--- config.mk ---
export PLATFORM = sky130hd
export DESIGN_NAME = perceptron_bp
export DESIGN_NICKNAME = d
export VERILOG_FILES = /design/src/rtl/perceptron_bp.sv
export SDC_FILE = /design/constraint.sdc
export NUM_CORES = 2
export LEC_CHECK = 0
export ABC_AREA = 1
export BUFFER_PORTS_ARGS = -buffer_cell sky130_fd_sc_hd__clkbuf_2
export CAP_MARGIN = 10
export CELL_PAD_IN_SITES_DETAIL_PLACEMENT = 2
export CELL_PAD_IN_SITES_GLOBAL_PLACEMENT = 2
export CORE_AREA = 2 2 348 350
export DETAILED_ROUTE_END_ITERATION = 16
export DIE_AREA = 0 0 350 352
export GPL_TIMING_DRIVEN = 1
export PLACE_DENSITY = 0.78
export SYNTH_ARGS = -nofsm -noshare
export SYNTH_HDL_FRONTEND = slang
export SYNTH_SLANG_ARGS = --single-unit
--- constraint.sdc ---
create_clock -name clk -period 5.2 [get_ports clk]
set_input_delay 0.26 -clock clk [delete_from_list [all_inputs] [get_ports clk]]
set_output_delay 0.26 -clock clk [all_outputs]
set_load 0.05 [all_outputs]
--- src/rtl/perceptron_bp.sv ---
// perceptron_bp -- single-table perceptron branch direction predictor.
//
// One prediction in flight at a time. A request in IDLE selects a perceptron
// and snapshots the global history. SUM walks the HIST_LEN+1 weights, one per
// cycle, then spends one extra cycle presenting the result on pred_valid.
// WAIT_UPD takes the resolved outcome and shifts it into the history. TRAIN
// then adjusts the same perceptron, one weight per cycle, if the prediction
// was wrong or weak. After reset, CLEAR zeroes the table one perceptron per
// cycle.
//
// Ports
//   clk, rst_n              clock; synchronous active-low reset
//   req_valid/req_ready     prediction request handshake (IDLE only)
//   req_addr[ADDR_W]        branch address; the index is (addr>>2) mod NUM_PERC
//   pred_valid              one-cycle pulse HIST_LEN+2 cycles after accept
//   pred_taken, pred_conf   direction and |sum| > THETA, held until next pulse
//   upd_valid/upd_ready     outcome handshake (WAIT_UPD only)
//   upd_taken               resolved direction
//   busy                    FSM is not in IDLE
//   hist[HIST_LEN]          global history, bit 0 newest
//
// Build option: BP_HIST_HASH_EN -- when defined, the history is XORed into
// the index: ((addr>>2) ^ hist) mod NUM_PERC.
module perceptron_bp #(
  parameter int ADDR_W   = 8,
  parameter int HIST_LEN = 7,
  parameter int WEIGHT_W = 8,
  parameter int NUM_PERC = 12,
  parameter int THETA    = 15
) (
  input  logic                clk,
  input  logic                rst_n,
  input  logic                req_valid,
  output logic                req_ready,
  input  logic [ADDR_W-1:0]   req_addr,
  output logic                pred_valid,
  output logic                pred_taken,
  output logic                pred_conf,
  input  logic                upd_valid,
  output logic                upd_ready,
  input  logic                upd_taken,
  output logic                busy,
  output logic [HIST_LEN-1:0] hist
);

  localparam int NW = HIST_LEN + 1;                 // weights per perceptron
  localparam int IW = $clog2(NUM_PERC);
  localparam int JW = $clog2(NW);
  localparam int SW = $clog2(NW + 1);               // step also reaches NW
  localparam int AW = WEIGHT_W + JW + 1;            // NW weights can't overflow
  localparam int XW = (ADDR_W > HIST_LEN) ? ADDR_W : HIST_LEN;

  localparam logic signed [WEIGHT_W-1:0] W_MAX = {1'b0, {(WEIGHT_W-1){1'b1}}};
  localparam logic signed [WEIGHT_W-1:0] W_MIN = {1'b1, {(WEIGHT_W-1){1'b0}}};

  typedef enum logic [2:0] {S_CLEAR, S_IDLE, S_SUM, S_WAIT_UPD, S_TRAIN} state_t;
  state_t state, state_nxt;

  // Weight table; entry [p][0] is the bias of perceptron p.
  logic [NUM_PERC-1:0][HIST_LEN:0][WEIGHT_W-1:0] w;

  logic [IW-1:0]        clr_cnt;
  logic [SW-1:0]        step;
  logic [IW-1:0]        idx;
  logic [HIST_LEN-1:0]  snap;
  logic signed [AW-1:0] acc;
  logic                 pt_q, pc_q, upd_t_q;
  logic [HIST_LEN-1:0]  hist_q;

  logic [XW-1:0]          key;
  logic [IW-1:0]          idx_nxt;
  logic [JW-1:0]          j;
  logic [NW-1:0]          xvec;
  logic                   xbit;
  logic signed [WEIGHT_W-1:0] wsel, w_trn;
  logic signed [AW-1:0]   wext, acc_nxt;
  logic                   sum_fin, trn_fin, last_clr;

  // ---------------- index ----------------
  always_comb begin
`ifdef BP_HIST_HASH_EN
    key = XW'(req_addr >> 2) ^ XW'(hist_q);
`else
    key = XW'(req_addr >> 2);
`endif
  end
  assign idx_nxt = IW'(key % XW'(NUM_PERC));

  // ---------------- datapath ----------------
  assign j       = step[JW-1:0];
  assign xvec    = {snap, 1'b1};                    // x0 is the constant bias input
  assign xbit    = xvec[j];
  assign wsel    = w[idx][j];
  assign wext    = {{(AW-WEIGHT_W){wsel[WEIGHT_W-1]}}, wsel};
  assign acc_nxt = xbit ? (acc + wext) : (acc - wext);

  assign last_clr = (clr_cnt == IW'(NUM_PERC - 1));
  assign sum_fin  = (step == SW'(NW));              // extra cycle that presents the result
  assign trn_fin  = (step == SW'(HIST_LEN));

  // t*x is +1 exactly when outcome and input agree; saturate at both ends.
  always_comb begin
    w_trn = wsel;
    if (upd_t_q == xbit) begin
      if (wsel != W_MAX) w_trn = wsel + 1'b1;
    end else begin
      if (wsel != W_MIN) w_trn = wsel - 1'b1;
    end
  end

  always_ff @(posedge clk) begin
    if (!rst_n) begin
      clr_cnt <= '0;
      step    <= '0;
      idx     <= '0;
      snap    <= '0;
      acc     <= '0;
      pt_q    <= 1'b0;
      pc_q    <= 1'b0;
      upd_t_q <= 1'b0;
      hist_q  <= '0;
    end else begin
      case (state)
        S_CLEAR: begin
          w[clr_cnt] <= '0;
          clr_cnt    <= clr_cnt + 1'b1;
        end
        S_IDLE: if (req_valid) begin
          idx  <= idx_nxt;
          snap <= hist_q;
          acc  <= '0;
          step <= '0;
        end
        S_SUM: begin
          if (sum_fin) begin
            step <= '0;
          end else begin
            step <= step + 1'b1;
            acc  <= acc_nxt;
            if (step == SW'(HIST_LEN)) begin
              pt_q <= ~acc_nxt[AW-1];
              pc_q <= (int'(acc_nxt) > THETA) || (int'(acc_nxt) < -THETA);
            end
          end
        end
        S_WAIT_UPD: if (upd_valid) begin
          hist_q  <= {hist_q[HIST_LEN-2:0], upd_taken};
          upd_t_q <= upd_taken;
          step    <= '0;
        end
        S_TRAIN: begin
          w[idx][j] <= w_trn;
          step      <= trn_fin ? '0 : step + 1'b1;
        end
        default: ;
      endcase
    end
  end

  // ---------------- FSM ----------------
  always_ff @(posedge clk) begin
    if (!rst_n) state <= S_CLEAR;
    else        state <= state_nxt;
  end

  always_comb begin
    state_nxt = state;
    case (state)
      S_CLEAR:    if (last_clr)  state_nxt = S_IDLE;
      S_IDLE:     if (req_valid) state_nxt = S_SUM;
      S_SUM:      if (sum_fin)   state_nxt = S_WAIT_UPD;
      S_WAIT_UPD: if (upd_valid)
                    state_nxt = ((pt_q != upd_taken) || !pc_q) ? S_TRAIN : S_IDLE;
      S_TRAIN:    if (trn_fin)   state_nxt = S_IDLE;
      default:                   state_nxt = S_CLEAR;
    endcase
  end

  // Outputs are forced to their reset values while rst_n is low, even
  // before the first clock edge has moved the FSM into CLEAR.
  always_comb begin
    req_ready  = 1'b0;
    upd_ready  = 1'b0;
    pred_valid = 1'b0;
    pred_taken = 1'b0;
    pred_conf  = 1'b0;
    busy       = 1'b1;
    hist       = '0;
    if (rst_n) begin
      req_ready  = (state == S_IDLE);
      upd_ready  = (state == S_WAIT_UPD);
      pred_valid = (state == S_SUM) && sum_fin;
      pred_taken = pt_q;
      pred_conf  = pc_q;
      busy       = (state != S_IDLE);
      hist       = hist_q;
    end
  end

endmodule

After elaboration in Yosys (flattened, before gate mapping). Cells that the tools add are included.

Register bits after elaboration: 812. Input port bits: 13.

Bitwise gates (word level): 4. $add $sub $neg: 6. Div/mod/pow operators: 1. Muxes and demuxes: 40. Magnitude comparators: 8. Eq/ne operators: 18. Reduce and logical (&&, ||, !) cells: 18.

Operators by type and width (number): one-hot mux 768 bit (2 select lines) (1); AND 768 bit (1); bitwise mux 768 bit (1); NOT 768 bit (1); demux 64 bit (select 4 bit) (2); binary-select mux 64 bit (select 4 bit) (1); two-way mux 64 bit (3); two-way mux 8 bit (5); two-way mux 12 bit (3); binary-select mux 8 bit (select 3 bit) (1); demux 8 bit (select 3 bit) (1); one-hot mux 12 bit (2 select lines) (1); two-way mux 3 bit (6); two-way mux 4 bit (4); inequality test 8 bit, second input constant (2); one-hot mux 4 bit (4 select lines) (1); one-hot mux 3 bit (5 select lines) (1); adder 12 x 8 -> 12 bit (1); > comparator 12 x 5 -> 1 bit, second input constant (1); less-than comparator 12 x 5 -> 1 bit, second input constant (1); inequality test 2 bit, second input constant (6); subtractor 12 x 8 -> 12 bit (1); less-than comparator 4 x 5 -> 1 bit, second input constant (2); AND reduction 3 bit (3); other kinds (27) (45).

Longest topological paths before layout.
Depth after elaboration: 9. Mapped depth: 37.

Worst setup path before layout. No wires, ideal clock.

Path type: register to register. Start point: reg idx[0]. End point: reg pc_q. Path slack: 1.251 ns. Buffers on the path: 3. Clock period less this slack: 3.949 ns. Stages on the path, launching flop included: 29. Data arrival time: 3.836 ns. Cell sequence: dfxtp_1 > buf_4 > nor2_4 > buf_2 > buf_4 > a22oi_1 > nand2_1 > nand2_1 > nand3_1 > nand2_1 > nand2_1 > inv_2 > nand2_1 > nor2_2 > ha_1 > or2_2 > o21ai_0 > fa_1 > inv_1 > a31oi_1 > o21ai_0 > a21o_1 > a21oi_1 > xnor2_1 > nand4_1 > nor2_1 > nand3_1 > nand3_1 > nand2_1.

Word-level cells in the longest chain between the ends: 8.

Ends and longest elaborated chain: start, declared (RTL line 64) `logic [IW-1:0] idx;`; start signal, assigned (RTL line 129) `idx <= idx_nxt;`; binary-select mux 64 bit (select 4 bit) (*) (RTL line 93) `assign wsel = w[idx][j];`; two-way mux 64 bit (not written as such) (*) (RTL line 93); binary-select mux 8 bit (select 3 bit) (*) (RTL line 93); two-way mux 8 bit (not written as such) (*) (RTL line 93); subtractor 12 x 8 -> 12 bit / adder 12 x 8 -> 12 bit (equally long branches) (RTL line 95) `assign acc_nxt = xbit ? (acc + wext) : (acc - wext);`; two-way mux 12 bit (*) (RTL line 95); > comparator 12 x 5 -> 1 bit / less-than comparator 12 x 5 -> 1 bit (equally long branches) (RTL line 142) `pc_q <= (int'(acc_nxt) > THETA) || (int'(acc_nxt) < -THETA);`; logical OR 1 bit (*) (RTL line 142); end signal, assigned (RTL line 142); end, declared (RTL line 67) `logic pt_q, pc_q, upd_t_q;`.

Every way passes the cells marked *; elsewhere a longest branch is shown, timed or not. The select of a mux whose other input is x is not followed. A chain may end at the register's enable or synchronous reset.

Final worst setup path. Same ends and word-level chain as after synthesis.

==> impl_metrics.csv <==
group,metric,value,unit
status,run_status,"completed",
synth,netlist_top_cells_area,"edfxtp_1 50%, nand2_1 16%, nand3_1 13%, o21ai_0 4.0%, inv_1 2.4%",
final_layout,synthToLayoutAreaGrowth,11.6,%
die,core.rowCount,127,
global_route,grt_max_degree,172,
detailed_routing,routed_wl,205000,µm
clock_network,clockRootBuffer,"clkbuf_16",
detailed_routing,vias_per_cell,6.04,
detailed_routing,ant_nets,0,
synth,yosysSeqAreaShare,51.7,%
pwr,clockPowerShare,19.9,%
pwr,combinationalPowerShare,47.6,%
synth,avgSynthCellArea,7.90,µm²
global_route,grt_pass1_wl,305000,µm
worst_setup_path,max_stage_delay,0.47,ns
hold_path,hold_class,"in2reg",
worst_setup_path,cp_data_arrival_time,5.55,ns
synth,yosysTopAreaCellShare,49.8,%
final_layout,fillers,13500,
pwr,sequentialPowerShare,32.5,%
detailed_routing,drt-pass1-iter-count,6,
global_route,grt_pass1_vias,46900,
sta,setup_viol,0,
die,die_w,350,µm
sta,slew_headroom,25.4,%
sta,fin_ws,0.224,ns
placed_design,dp_slack,0.190,ns
sta,fmax,201,MHz
clock_network,cts.sinks,811,
clock_network,h-tree-depth,3,
synth,ys.warnings.count,0,
sta,final_hold_viol_count,0,
synth,synth_flop_cell,"edfxtp_1",
clock_network,clk-insertion-delay-late,0.70,ns
final_layout,layout-drive-gt1-share,6.76,%
pwr,internal_power,0.0186,W
synth,syn_nets,5896,
global_route,track_usage,32.7,%
synth,synth_edf_count,768,
detailed_routing,drt_first_iter_violations,4609,
worst_setup_path,cp_max_fo,14,
worst_setup_path,path_delay_family,"simple AND/OR/NAND/NOR gates",
synth,synthTopCellsByCount,"2017 x nand2_1, 1207 x nand3_1, 768 x edfxtp_1",
final_layout,final_nets,5730,
worst_setup_path,slowest_stage,"dfxtp_4",
die,top_level_ports,26,
detailed_routing,via_count,44600,
placed_design,dp_hpwl,127000,µm
synth,synthArstFlopShare,0,%
pwr,p_per_area,692,nW/µm²
synth,postSynthCellCount,5859,
synth,synth_seq_cells,811,
die,dieArea,123000,µm²
global_route,antenna_found_initial,4,
flow_run,drv_cap,0,
worst_setup_path,path_class,"reg2reg",
worst_setup_path,endpoint_kind,"flop",
synth,yosysUniqueCellTypes,45,
clock_network,numCtsBuffers,100,
synth,yosys.area.top_type,"edfxtp_1",
pwr,p_switching,0.0172,W
final_layout,final_util,43.3,%
placed_design,gp_congestion,0.860,
sta,fin_crit,4.98,ns
worst_setup_path,crit_top_cell,"nand2_1",
sta,worst_pin_slew,1.12,ns
die,start_util,38.8,%
worst_setup_path,startpoint_type,"flop",
worst_setup_path,cp.required,5.77,ns
synth,synth_area,46300,µm²
synth,yosysMostFrequentCell,"nand2_1",
clock_network,clockBufferDepth,3,
die,dieHeight,352,µm
pwr,swShare,48.1,%
pwr,p_leak,20.9,nW
clock_network,cts_tree,"built",
sta,slew_violations,0,
placed_design,io_buffers,23,
final_layout,insertedDiodeCount,0,
pwr,max-vdd-ir-drop,755,µV
die,core,119000,µm²
sta,timing.final.crit_share,95.7,%
sta,clock_skew,0.0279,ns
worst_setup_path,crit_buf_inv,4,
detailed_routing,wl_per_cell,27.8,µm
detailed_routing,drc_errors,0,
clock_network,path_clk_slew,0.06,ns
global_route,grt_overflow_total,0,
## metrics by stage
stage                     setup TNS, ns  std cells  area (µm²)  hold WS (ns)  power [W]
after floorplan                       0       5859       46300         0.444     0.0200
after global placement                0       7193       48200         0.457     0.0274
after detailed placement              0       7193       48200         0.471     0.0280
after CTS                             0       7379       51400        0.0259     0.0353
after global routing             -0.145       7385       51600        0.0895     0.0372
final                                 0       7385       51600        0.0605     0.0358
## worst reg2reg max path, delay by kind of cell (launching register included)
family | cells | cell delay, ns
XOR/XNOR | 2 | 0.38
adder cells (fa/ha/maj) | 1 | 0.36
AND/OR/NAND/NOR | 19 | 2.26
buffers and inverters | 4 | 0.67
AO/OA/AOI/OAI | 4 | 0.71
flip-flops | 1 | 0.47
## path summary, 6_finish.rpt
check                end  depth (start not counted)   startpoint  slack [ns]
hold / removal    idx[2]                          5  req_addr[5]        0.06
hold reg to reg   acc[0]                          2       acc[0]        0.49
setup reg to reg    pc_q                         30       idx[0]        0.22
setup / recovery    pc_q                         30       idx[0]        0.22
## power by group through the flow
stage / logic, W / registers, W / clock network, W
3_5_place_dp: 0.0164 / 0.0116 / 0
3_3_place_gp: 0.0159 / 0.0115 / 0
2_1_floorplan: 0.00891 / 0.0111 / 0
4_1_cts: 0.0165 / 0.0116 / 0.00721
5_1_grt: 0.0180 / 0.0118 / 0.00740
6_report: 0.0170 / 0.0116 / 0.00712
## what timing repair did
item,CTS,global route
hold buffers,4,0
buffers inserted,0,5
hold endpoints to repair,4,0
setup endpoints to repair,0,4
resized for setup,0,29
## state kept, by name, indices dropped and copies added (netlist names)
name     flops
w          768
acc         12
hist_q       7
snap         7
clr_cnt      4
idx          4
step         4
state        3
pc_q         1
pt_q         1
## placed cells by master (no fill, tap or decap), types with 24 or more instances in the layout
cell type  instances
nand4_1           58
buf_12            46
buf_4            101
clkinv_1          27
o21ai_0          369
inv_1            301
clkbuf_16        102
clkbuf_1          24
dfxtp_1           40
nor2_1           265
a21oi_1          178
nand2_1         2006
nand3_1         1194
edfxtp_1         768
o21ai_1           78
## cell type report
class                           instances  area (µm²)  share of cell area (%)
Clock buffer                          126        2630                    5.10
Clock inverter                         56         561                    1.09
Inverter                              315        1210                    2.35
Multi-Input combinational cell       4289       19400                    37.6
Sequential cell                       811       23900                    46.4
Tap cell                             1612        2020                    3.91
Timing Repair Buffer                  176        1890                    3.65
## routing by layer
layer	share of wire, %	global-route usage (%)	wire, µm
met3	7.1	4.68	14500
met2	46	52.5	95200
met1	43	45.0	88000
met5	0.018	0	38
met4	3.8	11.5	7720
## cell families after synthesis
group                    count (synthesis)  synth area share, %
adder cells (fa/ha/maj)                 24                0.665
AO/OA/AOI/OAI                          656                 7.23
XOR/XNOR                                21                0.414
flip-flops                             811                 51.7
AND/OR/NAND/NOR                       3588                 32.9
buffers and inverters                  759                 7.06
(Power assumes the default switching activity.)
